File: src/rtl/latch_write_arbiter_if.sv
// Requester-side bundle for the shared-latch write arbiter.
// Master drives requests and data; slave (the arbiter) returns grants and the latch controls.
interface latch_write_arbiter_if #(
  parameter int WIDTH = 8,
  parameter int NREQ  = 4
);
  logic [NREQ-1:0]       req;
  logic [NREQ-1:0]       lock;
  logic [NREQ*WIDTH-1:0] d_in;
  logic [NREQ-1:0]       gnt;
  logic [NREQ-1:0]       ack;
  logic                  latch_en;
  logic [WIDTH-1:0]      latch_d;

  modport master (
    output req, lock, d_in,
    input  gnt, ack, latch_en, latch_d
  );

  modport slave (
    input  req, lock, d_in,
    output gnt, ack, latch_en, latch_d
  );
endinterface

File: src/rtl/latch_write_arbiter.sv
// Round-robin owner of a single shared level-sensitive latch, with capped locked bursts.
// Every grant ends with one idle cycle so the next arbitration sees a settled pointer.
module latch_write_arbiter #(
  parameter int WIDTH    = 8,
  parameter int NREQ     = 4,
  parameter int MAX_HOLD = 4
) (
  input logic                   clk,
  input logic                   rst_n,
  latch_write_arbiter_if.slave  bus
);

  localparam int PTR_W = (NREQ > 1) ? $clog2(NREQ) : 1;
  localparam int CNT_W = $clog2(MAX_HOLD + 1);
  localparam logic [CNT_W-1:0] MAX_CNT  = CNT_W'(MAX_HOLD);
  localparam logic [PTR_W-1:0] LAST_IDX = PTR_W'(NREQ - 1);

  typedef enum logic [1:0] {
    IDLE  = 2'd0,
    GRANT = 2'd1,
    HOLD  = 2'd2
  } state_t;

  state_t            state_q, state_d;
  logic [PTR_W-1:0]  ptr_q, ptr_d;
  logic [PTR_W-1:0]  own_q, own_d;
  logic [CNT_W-1:0]  cnt_q, cnt_d;
  logic [NREQ-1:0]   gnt_q, gnt_d;
  logic [NREQ-1:0]   ack_q, ack_d;
  logic              latch_en_q, latch_en_d;
  logic [WIDTH-1:0]  latch_d_q, latch_d_d;

  logic [PTR_W-1:0]  pick;
  logic              own_lock;
  logic              own_req;
  logic [WIDTH-1:0]  own_data;
  logic [WIDTH-1:0]  pick_data;

  function automatic logic [NREQ-1:0] onehot(input logic [PTR_W-1:0] idx);
    logic [NREQ-1:0] v;
    v = '0;
    for (int i = 0; i < NREQ; i++) begin
      if (idx == PTR_W'(i)) v[i] = 1'b1;
    end
    return v;
  endfunction

  function automatic logic [WIDTH-1:0] sel_data(input logic [NREQ*WIDTH-1:0] din,
                                                input logic [PTR_W-1:0]      idx);
    logic [WIDTH-1:0] v;
    v = '0;
    for (int i = 0; i < NREQ; i++) begin
      if (idx == PTR_W'(i)) v = din[i*WIDTH +: WIDTH];
    end
    return v;
  endfunction

  function automatic logic sel_bit(input logic [NREQ-1:0]  vec,
                                   input logic [PTR_W-1:0] idx);
    logic v;
    v = 1'b0;
    for (int i = 0; i < NREQ; i++) begin
      if (idx == PTR_W'(i)) v = vec[i];
    end
    return v;
  endfunction

  // Scan from the largest offset down so the request closest to ptr wins.
  function automatic logic [PTR_W-1:0] rr_pick(input logic [NREQ-1:0]  r,
                                               input logic [PTR_W-1:0] p);
    logic [PTR_W-1:0] w;
    int               idx;
    w = p;
    for (int i = NREQ - 1; i >= 0; i--) begin
      idx = (int'(p) + i) % NREQ;
      if (r[idx]) w = PTR_W'(idx);
    end
    return w;
  endfunction

  always_comb begin
    pick      = rr_pick(bus.req, ptr_q);
    pick_data = sel_data(bus.d_in, pick);
    own_lock  = sel_bit(bus.lock, own_q);
    own_req   = sel_bit(bus.req, own_q);
    own_data  = sel_data(bus.d_in, own_q);
  end

  always_comb begin
    state_d    = state_q;
    ptr_d      = ptr_q;
    own_d      = own_q;
    cnt_d      = cnt_q;
    gnt_d      = gnt_q;
    ack_d      = '0;
    latch_en_d = 1'b0;
    latch_d_d  = latch_d_q;

    case (state_q)
      IDLE: begin
        gnt_d = '0;
        cnt_d = '0;
        if (|bus.req) begin
          state_d    = GRANT;
          own_d      = pick;
          gnt_d      = onehot(pick);
          ack_d      = onehot(pick);
          latch_en_d = 1'b1;
          latch_d_d  = pick_data;
          cnt_d      = CNT_W'(1);
        end
      end

      GRANT, HOLD: begin
        if (own_lock && (cnt_q < MAX_CNT)) begin
          // Owner keeps the latch; a dropped req just idles inside the burst.
          state_d = HOLD;
          if (own_req) begin
            ack_d      = onehot(own_q);
            latch_en_d = 1'b1;
            latch_d_d  = own_data;
            cnt_d      = cnt_q + CNT_W'(1);
          end
        end else begin
          state_d = IDLE;
          gnt_d   = '0;
          cnt_d   = '0;
          ptr_d   = (own_q == LAST_IDX) ? '0 : own_q + PTR_W'(1);
        end
      end

      default: begin
        state_d = IDLE;
        gnt_d   = '0;
        cnt_d   = '0;
      end
    endcase
  end

  always_ff @(posedge clk or negedge rst_n) begin
    if (!rst_n) begin
      state_q    <= IDLE;
      ptr_q      <= '0;
      own_q      <= '0;
      cnt_q      <= '0;
      gnt_q      <= '0;
      ack_q      <= '0;
      latch_en_q <= 1'b0;
      latch_d_q  <= '0;
    end else begin
      state_q    <= state_d;
      ptr_q      <= ptr_d;
      own_q      <= own_d;
      cnt_q      <= cnt_d;
      gnt_q      <= gnt_d;
      ack_q      <= ack_d;
      latch_en_q <= latch_en_d;
      latch_d_q  <= latch_d_d;
    end
  end

  assign bus.gnt      = gnt_q;
  assign bus.ack      = ack_q;
  assign bus.latch_en = latch_en_q;
  assign bus.latch_d  = latch_d_q;

endmodule

File: src/flat_wrapper.sv
// flat-port wrapper written by rule: the top's interface ports become plain ports
module latch_write_arbiter_flat 
#(
  parameter int WIDTH    = 8,
  parameter int NREQ     = 4,
  parameter int MAX_HOLD = 4
)
  (clk, rst_n, bus_req, bus_lock, bus_d_in, bus_gnt, bus_ack, bus_latch_en, bus_latch_d);
  latch_write_arbiter_if #(.WIDTH(WIDTH), .NREQ(NREQ)) bus_i ();
  input logic clk;
  input logic rst_n;
  input wire logic [$bits(bus_i.req)-1:0] bus_req;
  input wire logic [$bits(bus_i.lock)-1:0] bus_lock;
  input wire logic [$bits(bus_i.d_in)-1:0] bus_d_in;
  output wire logic [$bits(bus_i.gnt)-1:0] bus_gnt;
  output wire logic [$bits(bus_i.ack)-1:0] bus_ack;
  output wire logic [$bits(bus_i.latch_en)-1:0] bus_latch_en;
  output wire logic [$bits(bus_i.latch_d)-1:0] bus_latch_d;
  assign bus_i.req = bus_req;
  assign bus_i.lock = bus_lock;
  assign bus_i.d_in = bus_d_in;
  assign bus_gnt = bus_i.gnt;
  assign bus_ack = bus_i.ack;
  assign bus_latch_en = bus_i.latch_en;
  assign bus_latch_d = bus_i.latch_d;
  latch_write_arbiter #(.WIDTH(WIDTH), .NREQ(NREQ), .MAX_HOLD(MAX_HOLD)) u_core (.clk(clk), .rst_n(rst_n), .bus(bus_i));
endmodule
File: config.mk
export PLATFORM = sky130hd
export DESIGN_NAME = latch_write_arbiter_flat
export DESIGN_NICKNAME = d
export VERILOG_FILES = /design/src/rtl/latch_write_arbiter_if.sv /design/src/rtl/latch_write_arbiter.sv /design/src/flat_wrapper.sv
export SDC_FILE = /design/constraint.sdc
export NUM_CORES = 1
export LEC_CHECK = 0
export ABC_AREA = 1
export BUFFER_PORTS_ARGS = -buffer_cell sky130_fd_sc_hd__buf_2
export CAP_MARGIN = 20
export CELL_PAD_IN_SITES_DETAIL_PLACEMENT = 0
export CELL_PAD_IN_SITES_GLOBAL_PLACEMENT = 2
export CORE_MARGIN = 3
export CORE_UTILIZATION = 28
export DETAILED_ROUTE_END_ITERATION = 10
export GPL_TIMING_DRIVEN = 0
export PLACE_DENSITY_LB_ADDON = 0.25
export SLEW_MARGIN = 25
export SYNTH_ARGS = -nofsm -noshare
export SYNTH_HDL_FRONTEND = slang
export SYNTH_SLANG_ARGS = --single-unit
File: constraint.sdc
create_clock -name clk -period 2.35 [get_ports clk]
set_input_delay 0.235 -clock clk [delete_from_list [all_inputs] [get_ports clk]]
set_output_delay 0.235 -clock clk [all_outputs]
set_load 0.02 [all_outputs]
==> summary.txt, run 1 <==
Placement
  • Area post-placement: 0.002590 mm2
  • IO buf count: 58
  • HPWL Detailed: 5.317 mm
  • Placer Congestion: 0.7619
  • Placed insts: 473

Pwr
  • Sw Share: 55.05%
  • Leak: 1.444 nW
  • Worst vdd ir: 0.7671 mV
  • Clock power share: 7.9%
  • Pint: 2.239 mW
  • Final Total Pwr: 4.981 mW
  • Combinational power share: 77.0%
  • Sequential share of power: 15.1%
  • Pwr/cell area: 1829 mW/mm2
  • Total net switching power: 2.742 mW

Finish
  • # nets final: 429
  • Layout cells sized above 1: 26.39%
  • Most frequent cells in the layout: 84 x nand2_1, 58 x buf_2, 39 x inv_1
  • Final instance area: 0.002723 mm2
  • Synthesis-to-finish area growth: 25.13%
  • Commonest non-fill, non-tap cell in the layout: nand2_1
  • Filler cell count: 805
  • Ant diodes: 0
  • Non-Filler Instances: 478

Floorplan
  • Die Y-Extent: 94.15 um
  • Chip Width: 94.15 um
  • Num rows: 31
  • Die area: 0.008864 mm2
  • Top-level port count: 59
  • Core Footprint: 0.007408 mm2
  • Initial core utilization: 29.37%

Clock tree
  • CTS Root Cell: clkbuf_8
  • CTS tree: built
  • Clock-pin slew on the worst setup and hold paths: 100 ps
  • CTS Buf Count: 3
  • Clock sinks: 26
  • Post-CTS Setup Inserts: 0
  • Clock Latency Late Sink: 280 ps
  • H-tree depth: 1
  • Clk buf depth: 2

Detailed routing
  • DR pass1 iterations: 4
  • Detailed Route WL: 7.123 mm
  • WL/cell: 14.90 um
  • Post-route DRC: 0
  • Vias: 2270
  • Vias/cell: 4.749
  • ANT nets after route: 0
  • Starting DRT DRC Count: 74

Critical path
  • Worst Path Required: 2530 ps
  • Cell breakdown of the critical path: inv_1, ha_1, buf_4, o31ai_2, nand2_2, nand2_4, nand4_4, buf_6, nor2_1, a21oi_2
  • Slowest cell on the critical path: dfrtp_1
  • Worst Setup End Kind: flop
  • Flop-to-flop setup slack: 190 ps
  • Critical path startpoint: u_core.own_q[0]$_DFFE_PN0P_
  • Crit path DAT: 2340 ps
  • Critical Path Start Type: flop
  • Top cell family by delay on the critical path: simple AND/OR/NAND/NOR gates
  • CP bufs+invs: 3
  • Critical path class: flop to flop
  • Worst Reg-to-Reg Cells: 10
  • Largest fanout on the critical path: 10
  • Levels on crit path: 10
  • FF-to-FF Start: u_core.own_q[0]$_DFFE_PN0P_
  • Worst path max stage delay: 420 ps

GRT
  • Antenna violations before repair: 0
  • GRT overflow: 0
  • First-pass GRT wire length: 12.02 mm
  • Largest net degree at the start of global routing: 27
  • Vias in the first global route: 2290
  • Tot GR Track Use: 17.39%

Synth
  • Async SR Flop Fraction: 100.0%
  • Syn_nets: 365
  • Yosys reg bits: 26
  • Yosys warning total: 0
  • Avg Cell Area, Syn: 6.886 um2
  • Post-synthesis cell count: 316
  • Sequential-to-total area share from yosys stat: 29.90%
  • Post-synth EDFFs: 0
  • Commonest register cell after synthesis: dfrtp_1
  • Post-synth cell types: 35
  • Cell Area, Synth: 0.002176 mm2

Worst hold path
  • Worst Hold Depth: 3
  • Hold WC Path Type: primary input to flop
  • Hold Startpoint: bus_req[3]

STA
  • Tmin final: 2160 ps
  • Clock Skew: 4.318 ps
  • Final slew viol count: 0
  • Slew HR: 55.81%
  • RSZ-0062 raised after global routing: false
  • Slew @ Worst Pin: 656.8 ps
  • Hold WS: 276.2 ps
  • Final Hold Viols: 0
  • Tcrit/Tclk final: 91.91%
  • Fmax achieved: 0.4630 GHz
  • Finish-stage setup viols: 0

Status
  • Outcome: completed

Job
  • Maxcap violations: 0
## cells by family (layout without fill, tap and decap cells)
kind of cell | Yosys count | after routing | synth area share (%)
buffers and inverters | 59 | 122 | 12.19
AO/OA/AOI/OAI | 70 | 70 | 20.18
AND/OR/NAND/NOR | 154 | 154 | 33.70
adder cells (fa/ha/maj) | 7 | 7 | 4.025
flip-flops | 26 | 26 | 29.90
## registers in the layout (all words and copies together) (netlist names)
| register | count |
|---|---|
| u_core.bus.ack | 4 |
| u_core.bus.latch_en | 1 |
| u_core.ptr_q | 2 |
| u_core.cnt_q | 3 |
| u_core.state_q | 2 |
| u_core.bus.gnt | 4 |
| u_core.own_q | 2 |
| u_core.bus.latch_d | 8 |
## routing by layer
metal / track usage (%) / vias to the layer above / routed length [um]
met4: 4.332 / 0 / 89
met5: 0 / - / 0
met2: 27.07 / 37 / 3241
met3: 2.003 / 10 / 211
met1: 25.43 / 1053 / 3582
li1: - / 1170 / -
## metrics by stage
step / setup WS (ps) / TNS, ps / util [%]
after floorplan: 389.2 / 0 / -
after global placement: -159.9 / -881.8 / 34.96
after detailed placement: -148.8 / -812.1 / 34.96
after CTS: 56.71 / 0 / 36.28
after global routing: 10.35 / 0 / 36.75
final: 190.1 / 0 / 36.75
## cell type report
cell class / count / area [um2] / share of cell area (%)
multi-input cells: 231 / 1291 / 47.43
flip-flops and latches: 26 / 650.6 / 23.90
repair buffers: 59 / 300.3 / 11.03
inverters: 48 / 191.4 / 7.031
well taps: 99 / 123.9 / 4.550
plain buffers: 11 / 93.84 / 3.447
clock buffers: 3 / 41.29 / 1.517
clock inverters: 1 / 30.03 / 1.103
## final timing paths
check	end
max in group asynchronous	u_core.ptr_q[0]$_DFFE_PN0N_
min	u_core.bus.ack[3]$_DFF_PN0_
min in group asynchronous	u_core.bus.latch_d[7]$_DFFE_PN0P_
max reg2reg	u_core.bus.latch_d[5]$_DFFE_PN0P_
min reg2reg	u_core.bus.gnt[2]$_DFFE_PN0P_
max	u_core.bus.latch_d[5]$_DFFE_PN0P_
## worst reg2reg max path, delay by kind of cell (launching register included)
kind,cells,cell delay (ps)
AO/OA/AOI/OAI,2,360
adder cells (fa/ha/maj),1,260
buffers and inverters,3,510
flip-flops,1,420
AND/OR/NAND/NOR,4,520
## cells in the mapped netlist (5+ instances only)
cell,instances,area (um2)
nor2_1,16,60.06
nand3b_1,8,60.06
a21oi_2,6,52.55
o21bai_1,6,45.04
nand3_1,24,120.1
o21ai_0,25,125.1
a21oi_1,19,95.09
nand4_1,8,50.05
nand2_1,86,322.8
nand2_2,5,31.28
dfrtp_1,26,650.6
inv_1,40,150.1
ha_1,7,87.58
## timing repair
action                     4_1_cts  5_1_grt
setup endpoints to repair        7       15
gates cloned                     0        0
gates resized for setup          5       13
hold endpoints to repair        11        0
hold buffers                     1        0
## power by group through the flow
stage	clock network [mW]	registers, mW	logic [mW]
finish	0.395	0.751	3.84
global route	0.424	0.779	4.37
CTS	0.412	0.752	3.77
detailed placement	0	0.759	3.69
global placement	0	0.754	3.70
floorplan	0	0.886	2.63
(Power assumes the default switching activity.)
==> inputs of run 2 (changes only) <==
--- a/config.mk
+++ b/config.mk
@@ -13,7 +13,6 @@
 export CORE_MARGIN = 3
 export CORE_UTILIZATION = 28
 export DETAILED_ROUTE_END_ITERATION = 10
-export GPL_TIMING_DRIVEN = 0
 export PLACE_DENSITY_LB_ADDON = 0.25
 export SLEW_MARGIN = 25
 export SYNTH_ARGS = -nofsm -noshare
==> summary.txt, run 2 (synthesis results as in run 1) <==
STA
  • Tcrit/Tclk final: 88.15% (-3.8 points)
  • RSZ-0062 raised after global routing: false
  • Finish-stage setup viols: 0 (unchanged)
  • Clock Skew: 18.06 ps (+13.74 ps)
  • Setup TNS: 0 ps (unchanged)
  • Slew HR: 56.34% (+0.53 points)
  • Final slew viol count: 0 (unchanged)
  • Final Hold Viols: 0 (unchanged)
  • Tmin final: 2071 ps (-88.52 ps)
  • Fmax achieved: 0.4828 GHz (+4.3%)
  • Slew @ Worst Pin: 654.9 ps (-1.853 ps)

Floorplan
  • Core Footprint: 0.007408 mm2 (unchanged)
  • Die area: 0.008864 mm2 (unchanged)
  • Num rows: 31 (unchanged)
  • Initial core utilization: 29.37% (unchanged)
  • Die Y-Extent: 94.15 um (unchanged)
  • Top-level port count: 59 (unchanged)
  • Chip Width: 94.15 um (unchanged)

Worst hold path
  • Hold Startpoint: bus_req[3]
  • Hold path endpoint: u_core.bus.ack[3]$_DFF_PN0_
  • Hold WC Path Type: primary input to flop
  • Worst Hold Depth: 3 (unchanged)

Critical path
  • CP bufs+invs: 2 (-1)
  • Worst Reg-to-Reg Cells: 12 (+2)
  • R2r endpoint: u_core.bus.gnt[3]$_DFFE_PN0P_
  • Top cell by count, worst path: nand2_1
  • Top cell family by delay on the critical path: simple AND/OR/NAND/NOR gates
  • Worst Path Required: 2570 ps (+40 ps)
  • Flop-to-flop setup slack: 280 ps (+90 ps)
  • Worst Setup End Kind: flop
  • Critical path class: flop to flop
  • FF-to-FF Start: u_core.ptr_q[0]$_DFFE_PN0N_
  • Critical Path Start Type: flop
  • Worst path max stage delay: 530 ps (+110 ps)
  • Crit path DAT: 2290 ps (-50 ps)
  • Cell breakdown of the critical path: inv_8, nand2_1, nand2_1, nand2_1, nand2_1, nand2_1, nand3_2, nand2_1, nand2_1, buf_4, nand3_1, o21ai_0
  • Slowest cell on the critical path: dfrtp_2
  • Largest fanout on the critical path: 10 (unchanged)

GRT
  • Antenna violations before repair: 0 (unchanged)
  • First-pass GRT wire length: 11.56 mm (-3.8%)
  • Largest net degree at the start of global routing: 29 (+7.4%)
  • Vias in the first global route: 2268 (-0.96%)
  • GRT overflow: 0 (unchanged)
  • Tot GR Track Use: 16.59% (-0.80 points)

Finish
  • Synthesis-to-finish area growth: 23.17%
  • Commonest non-fill, non-tap cell in the layout: nand2_1
  • Final instance area: 0.002680 mm2 (-1.6%)
  • Ant diodes: 0 (unchanged)
  • Most frequent cells in the layout: 86 x nand2_1, 58 x buf_2, 40 x inv_1
  • # nets final: 429 (unchanged)
  • Largest register FFs: 8 (unchanged)
  • Layout cells sized above 1: 25.86% (-0.53 points)

Status
  • Outcome: completed

Detailed routing
  • Detailed Route WL: 6.938 mm (-2.6%)
  • Top layer in use: met4
  • ANT nets after route: 0 (unchanged)
  • DR WL met2: 3.221 mm (-0.62%)
  • Routed length on met1: 3.421 mm (-4.5%)
  • DR pass1 iterations: 4 (unchanged)
  • Post-route DRC: 0 (unchanged)
  • WL met3: 233 um (+10%)
  • WL/cell: 14.51 um (-2.6%)
  • Vias/cell: 4.713 (-0.75%)
  • Starting DRT DRC Count: 82 (+11%)
  • Vias: 2253 (-0.75%)

Clock tree
  • Clk buf depth: 2 (unchanged)
  • H-tree depth: 1 (unchanged)
  • Clock Latency Late Sink: 300 ps (+20 ps)
  • Post-CTS Setup Inserts: 0 (unchanged)
  • Clock sinks: 26 (unchanged)
  • Clock-pin slew on the worst setup and hold paths: 120 ps (+20 ps)
  • CTS Buf Count: 3 (unchanged)
  • CTS tree: built
  • CTS Root Cell: clkbuf_8

Pwr
  • Combinational power share: 74.9% (-2.1 points)
  • Sw Share: 54.62% (-0.42 points)
  • Clock power share: 8.7% (+0.8 points)
  • Pint: 2.163 mW (-3.4%)
  • Sequential share of power: 16.4% (+1.3 points)
  • Leak: 1.441 nW (-0.24%)
  • Total net switching power: 2.604 mW (-5.0%)
  • Pwr/cell area: 1779 mW/mm2 (-2.8%)
  • Worst vdd ir: 0.5888 mV (-23%)

Placement
  • Area post-placement: 0.002595 mm2 (+0.19%)
  • HPWL Detailed: 5.158 mm (-3.0%)
  • IO buf count: 58 (unchanged)
  • Placer Congestion: 0.7936 (+4.2%)

Job
  • Maxcap violations: 0 (unchanged)
## run 2: layout make-up
class,count,area (um2)
Sequential cell,26,651.9
Multi-Input combinational cell,231,1262
Inverter,48,187.7
Fill cell,838,4728
Tap cell,99,123.9
Timing Repair Buffer,70,382.9
Clock buffer,3,41.29
Clock inverter,1,30.03
## run 2: what timing repair did
item | 4_1_cts | 5_1_grt
endpoints found under the hold margin | 15 | 0
hold buffers | 1 | 0
endpoints found under the setup margin | 0 | 10
resized for setup | 0 | 2
## run 2: power groups by stage
stage	registers, mW	logic, mW	clock network [mW]
finish	0.781	3.57	0.416
global route	0.806	4.10	0.431
CTS	0.782	3.62	0.411
detailed placement	0.789	3.60	0
global placement	0.786	3.62	0
floorplan	0.886	2.63	0
## run 2: routing by layer
layer	up-vias	GRT usage, %
met5	-	0
met1	1037	23.06
met4	0	3.610
met2	41	27.60
met3	5	1.763
li1	1170	-
## run 2: through the flow
step / util [%] / power, mW / hold WS, ps / cells / setup WS, ps
final: 36.18 / 4.767 / 269.8 / 478 / 278.6
after global routing: 36.18 / 5.342 / 277.2 / 478 / 49.11
after CTS: 36.13 / 4.809 / 269.8 / 478 / 98.55
after detailed placement: 35.03 / 4.385 / 316.8 / 473 / 141.6
after global placement: 35.03 / 4.402 / 316.0 / 473 / 156.6
after floorplan: - / 3.513 / -60.59 / 316 / 389.2
## run 2: worst max-delay path by stage
stage	slack, ps	cells after the start	to	start
floorplan	390	10	u_core.bus.latch_d[0]$_DFFE_PN0P_	u_core.own_q[0]$_DFFE_PN0P_
global placement	160	14	u_core.bus.latch_d[1]$_DFFE_PN0P_	u_core.ptr_q[0]$_DFFE_PN0N_
detailed placement	140	14	u_core.bus.latch_d[1]$_DFFE_PN0P_	u_core.ptr_q[0]$_DFFE_PN0N_
CTS	100	14	u_core.bus.latch_d[6]$_DFFE_PN0P_	u_core.ptr_q[0]$_DFFE_PN0N_
global route	50	10	u_core.cnt_q[1]$_DFFE_PN0P_	u_core.own_q[1]$_DFFE_PN0P_
finish	280	12	u_core.bus.gnt[3]$_DFFE_PN0P_	u_core.ptr_q[0]$_DFFE_PN0N_
## run 2: worst reg2reg max path, cell delays in order, from the launching register on
cell,delay [ps]
dfrtp_2,530
inv_8,110
nand2_1,60
nand2_1,80
nand2_1,70
nand2_1,60
nand2_1,60
nand3_2,90
nand2_1,60
nand2_1,290
buf_4,230
nand3_1,150
o21ai_0,200
==> inputs of run 3 (changes only) <==
--- a/config.mk
+++ b/config.mk
@@ -13,6 +13,7 @@
 export CORE_MARGIN = 3
 export CORE_UTILIZATION = 28
 export DETAILED_ROUTE_END_ITERATION = 10
+export MAX_ROUTING_LAYER = met4
 export PLACE_DENSITY_LB_ADDON = 0.25
 export SLEW_MARGIN = 25
 export SYNTH_ARGS = -nofsm -noshare
==> summary.txt, run 3 (synthesis results as in run 1) <==
Detailed routing
  • Post-route DRC: 0 (unchanged)
  • DR pass1 iterations: 4 (unchanged)
  • Vias: 2268 (+0.67%)
  • WL/cell: 14.53 um (+0.10%)
  • ANT nets after route: 0 (unchanged)
  • Detailed Route WL: 6.945 mm (+0.10%)
  • Vias/cell: 4.745 (+0.67%)
  • Starting DRT DRC Count: 78 (-4.9%)

STA
  • Slew @ Worst Pin: 655.9 ps (+0.9803 ps)
  • Tcrit/Tclk final: 88.10% (about the same)
  • RSZ-0062 raised after global routing: false
  • Fmax achieved: 0.4830 GHz (about the same)
  • Setup TNS: 0 ps (unchanged)
  • Finish-stage setup viols: 0 (unchanged)
  • Final slew viol count: 0 (unchanged)
  • Final Hold Viols: 0 (unchanged)
  • Slew HR: 56.27% (-0.065 points)
  • Worst setup margin: 279.6 ps (+0.9760 ps)
  • Tmin final: 2070 ps (-0.9760 ps)
  • Clock Skew: 18.71 ps (+0.6514 ps)

Pwr
  • Pwr/cell area: 1777 mW/mm2 (about the same)
  • Worst vdd ir: 0.5890 mV (about the same)
  • Sw Share: 54.59% (about the same)
  • Leak: 1.441 nW (unchanged)
  • Sequential share of power: 16.4% (about the same)
  • Combinational power share: 75.0% (about the same)
  • Clock power share: 8.6% (about the same)
  • Total net switching power: 2.600 mW (-0.14%)
  • Pint: 2.163 mW (about the same)

Critical path
  • Worst Path Required: 2560 ps (about the same)
  • Critical Path Start Type: flop
  • Crit path DAT: 2280 ps (about the same)
  • Worst Setup End Kind: flop
  • Largest fanout on the critical path: 10 (unchanged)
  • Worst Reg-to-Reg Cells: 12 (unchanged)
  • Critical path class: flop to flop

Job
  • Maxcap violations: 0 (unchanged)

Clock tree
  • H-tree depth: 1 (unchanged)
  • CTS Buf Count: 3 (unchanged)
  • Clock sinks: 26 (unchanged)
  • CTS tree: built
  • Clock Latency Late Sink: 300 ps (about the same)
  • Clk buf depth: 2 (unchanged)
  • Clock-pin slew on the worst setup and hold paths: 120 ps (about the same)
  • CTS Root Cell: clkbuf_8

Finish
  • Filler cell count: 838 (unchanged)
  • Most frequent cells in the layout: 86 x nand2_1, 58 x buf_2, 40 x inv_1
  • Final instance area: 0.002680 mm2 (unchanged)
  • Synthesis-to-finish area growth: 23.17% (unchanged)
  • Layout cells sized above 1: 25.86% (unchanged)
  • Ant diodes: 0 (unchanged)
  • Commonest non-fill, non-tap cell in the layout: nand2_1
  • # nets final: 429 (unchanged)
  • Largest register FFs: 8 (unchanged)

Floorplan
  • Die Y-Extent: 94.15 um (unchanged)
  • Core Footprint: 0.007408 mm2 (unchanged)
  • Top-level port count: 59 (unchanged)
  • Initial core utilization: 29.37% (unchanged)
  • Die area: 0.008864 mm2 (unchanged)
  • Num rows: 31 (unchanged)
  • Chip Width: 94.15 um (unchanged)

GRT
  • Antenna violations before repair: 0 (unchanged)
  • Tot GR Track Use: 17.03% (+0.44 points)
  • First-pass GRT wire length: 11.55 mm (-0.12%)
  • GRT overflow: 0 (unchanged)
  • Vias in the first global route: 2270 (+0.088%)
  • Largest net degree at the start of global routing: 29 (unchanged)

Placement
  • Placer Congestion: 0.8049 (+1.4%)
  • HPWL Detailed: 5.158 mm (unchanged)
  • Area post-placement: 0.002595 mm2 (unchanged)
  • Worst slack, placed: 141.6 ps (unchanged)
  • IO buf count: 58 (unchanged)

Status
  • Outcome: completed

Worst hold path
  • Worst Hold Depth: 3 (unchanged)
  • Hold WC Path Type: primary input to flop
## run 3: worst paths after layout
check	startpoint	to	slack, ps
min in group asynchronous	rst_n	u_core.bus.latch_d[5]$_DFFE_PN0P_	490
hold reg to reg	u_core.bus.gnt[3]$_DFFE_PN0P_	u_core.bus.gnt[3]$_DFFE_PN0P_	500
setup reg to reg	u_core.ptr_q[0]$_DFFE_PN0N_	u_core.bus.gnt[3]$_DFFE_PN0P_	280
setup / recovery	u_core.ptr_q[0]$_DFFE_PN0N_	u_core.bus.gnt[3]$_DFFE_PN0P_	280
max in group asynchronous	rst_n	u_core.ptr_q[0]$_DFFE_PN0N_	1410
hold / removal	bus_req[3]	u_core.bus.ack[3]$_DFF_PN0_	280
## run 3: power groups by stage
stage	sequential, mW	combinational, mW	clock (mW)
finish	0.781	3.57	0.411
global route	0.806	4.10	0.431
CTS	0.782	3.62	0.411
detailed placement	0.789	3.60	0
floorplan	0.886	2.63	0
global placement	0.786	3.62	0
## run 3: metal layers
metal  wire [um]  track usage [%]  vias up
met5           0                -        -
met4          46            3.610        0
met3         265            1.683        4
met2        3240            27.60       50
met1        3392            23.11     1044
li1            -                -     1170
## run 3: per-stage QoR
stage	total power, mW	hold WS, ps	util (%)	instances
2_1_floorplan	3.513	-60.59	-	316
3_3_place_gp	4.402	316.0	35.03	473
3_5_place_dp	4.385	316.8	35.03	473
4_1_cts	4.809	269.8	36.13	478
5_1_grt	5.342	277.2	36.18	478
6_report	4.763	275.9	36.18	478
## run 3: final cells by class
type	count	area, um2	area share [%]
multi-input combinational	231	1262	47.11
sequential	26	651.9	24.32
timing repair buffer	70	382.9	14.29
inverter	48	187.7	7.003
tap	99	123.9	4.622
clock buffer	3	41.29	1.541
clock inverter	1	30.03	1.120
## run 3: repair_timing
action | CTS | global route
setup endpoints to repair | 0 | 10
gates resized for setup | 0 | 2
endpoints found under the hold margin | 15 | 0
hold buffers | 1 | 0
setup buffers | 0 | 0
## run 3: worst max-delay path: stages, from the launching register on
cell,delay [ps]
dfrtp_2,530
inv_8,110
nand2_1,60
nand2_1,80
nand2_1,70
nand2_1,60
nand2_1,60
nand3_2,90
nand2_1,60
nand2_1,290
buf_4,230
nand3_1,150
o21ai_0,200
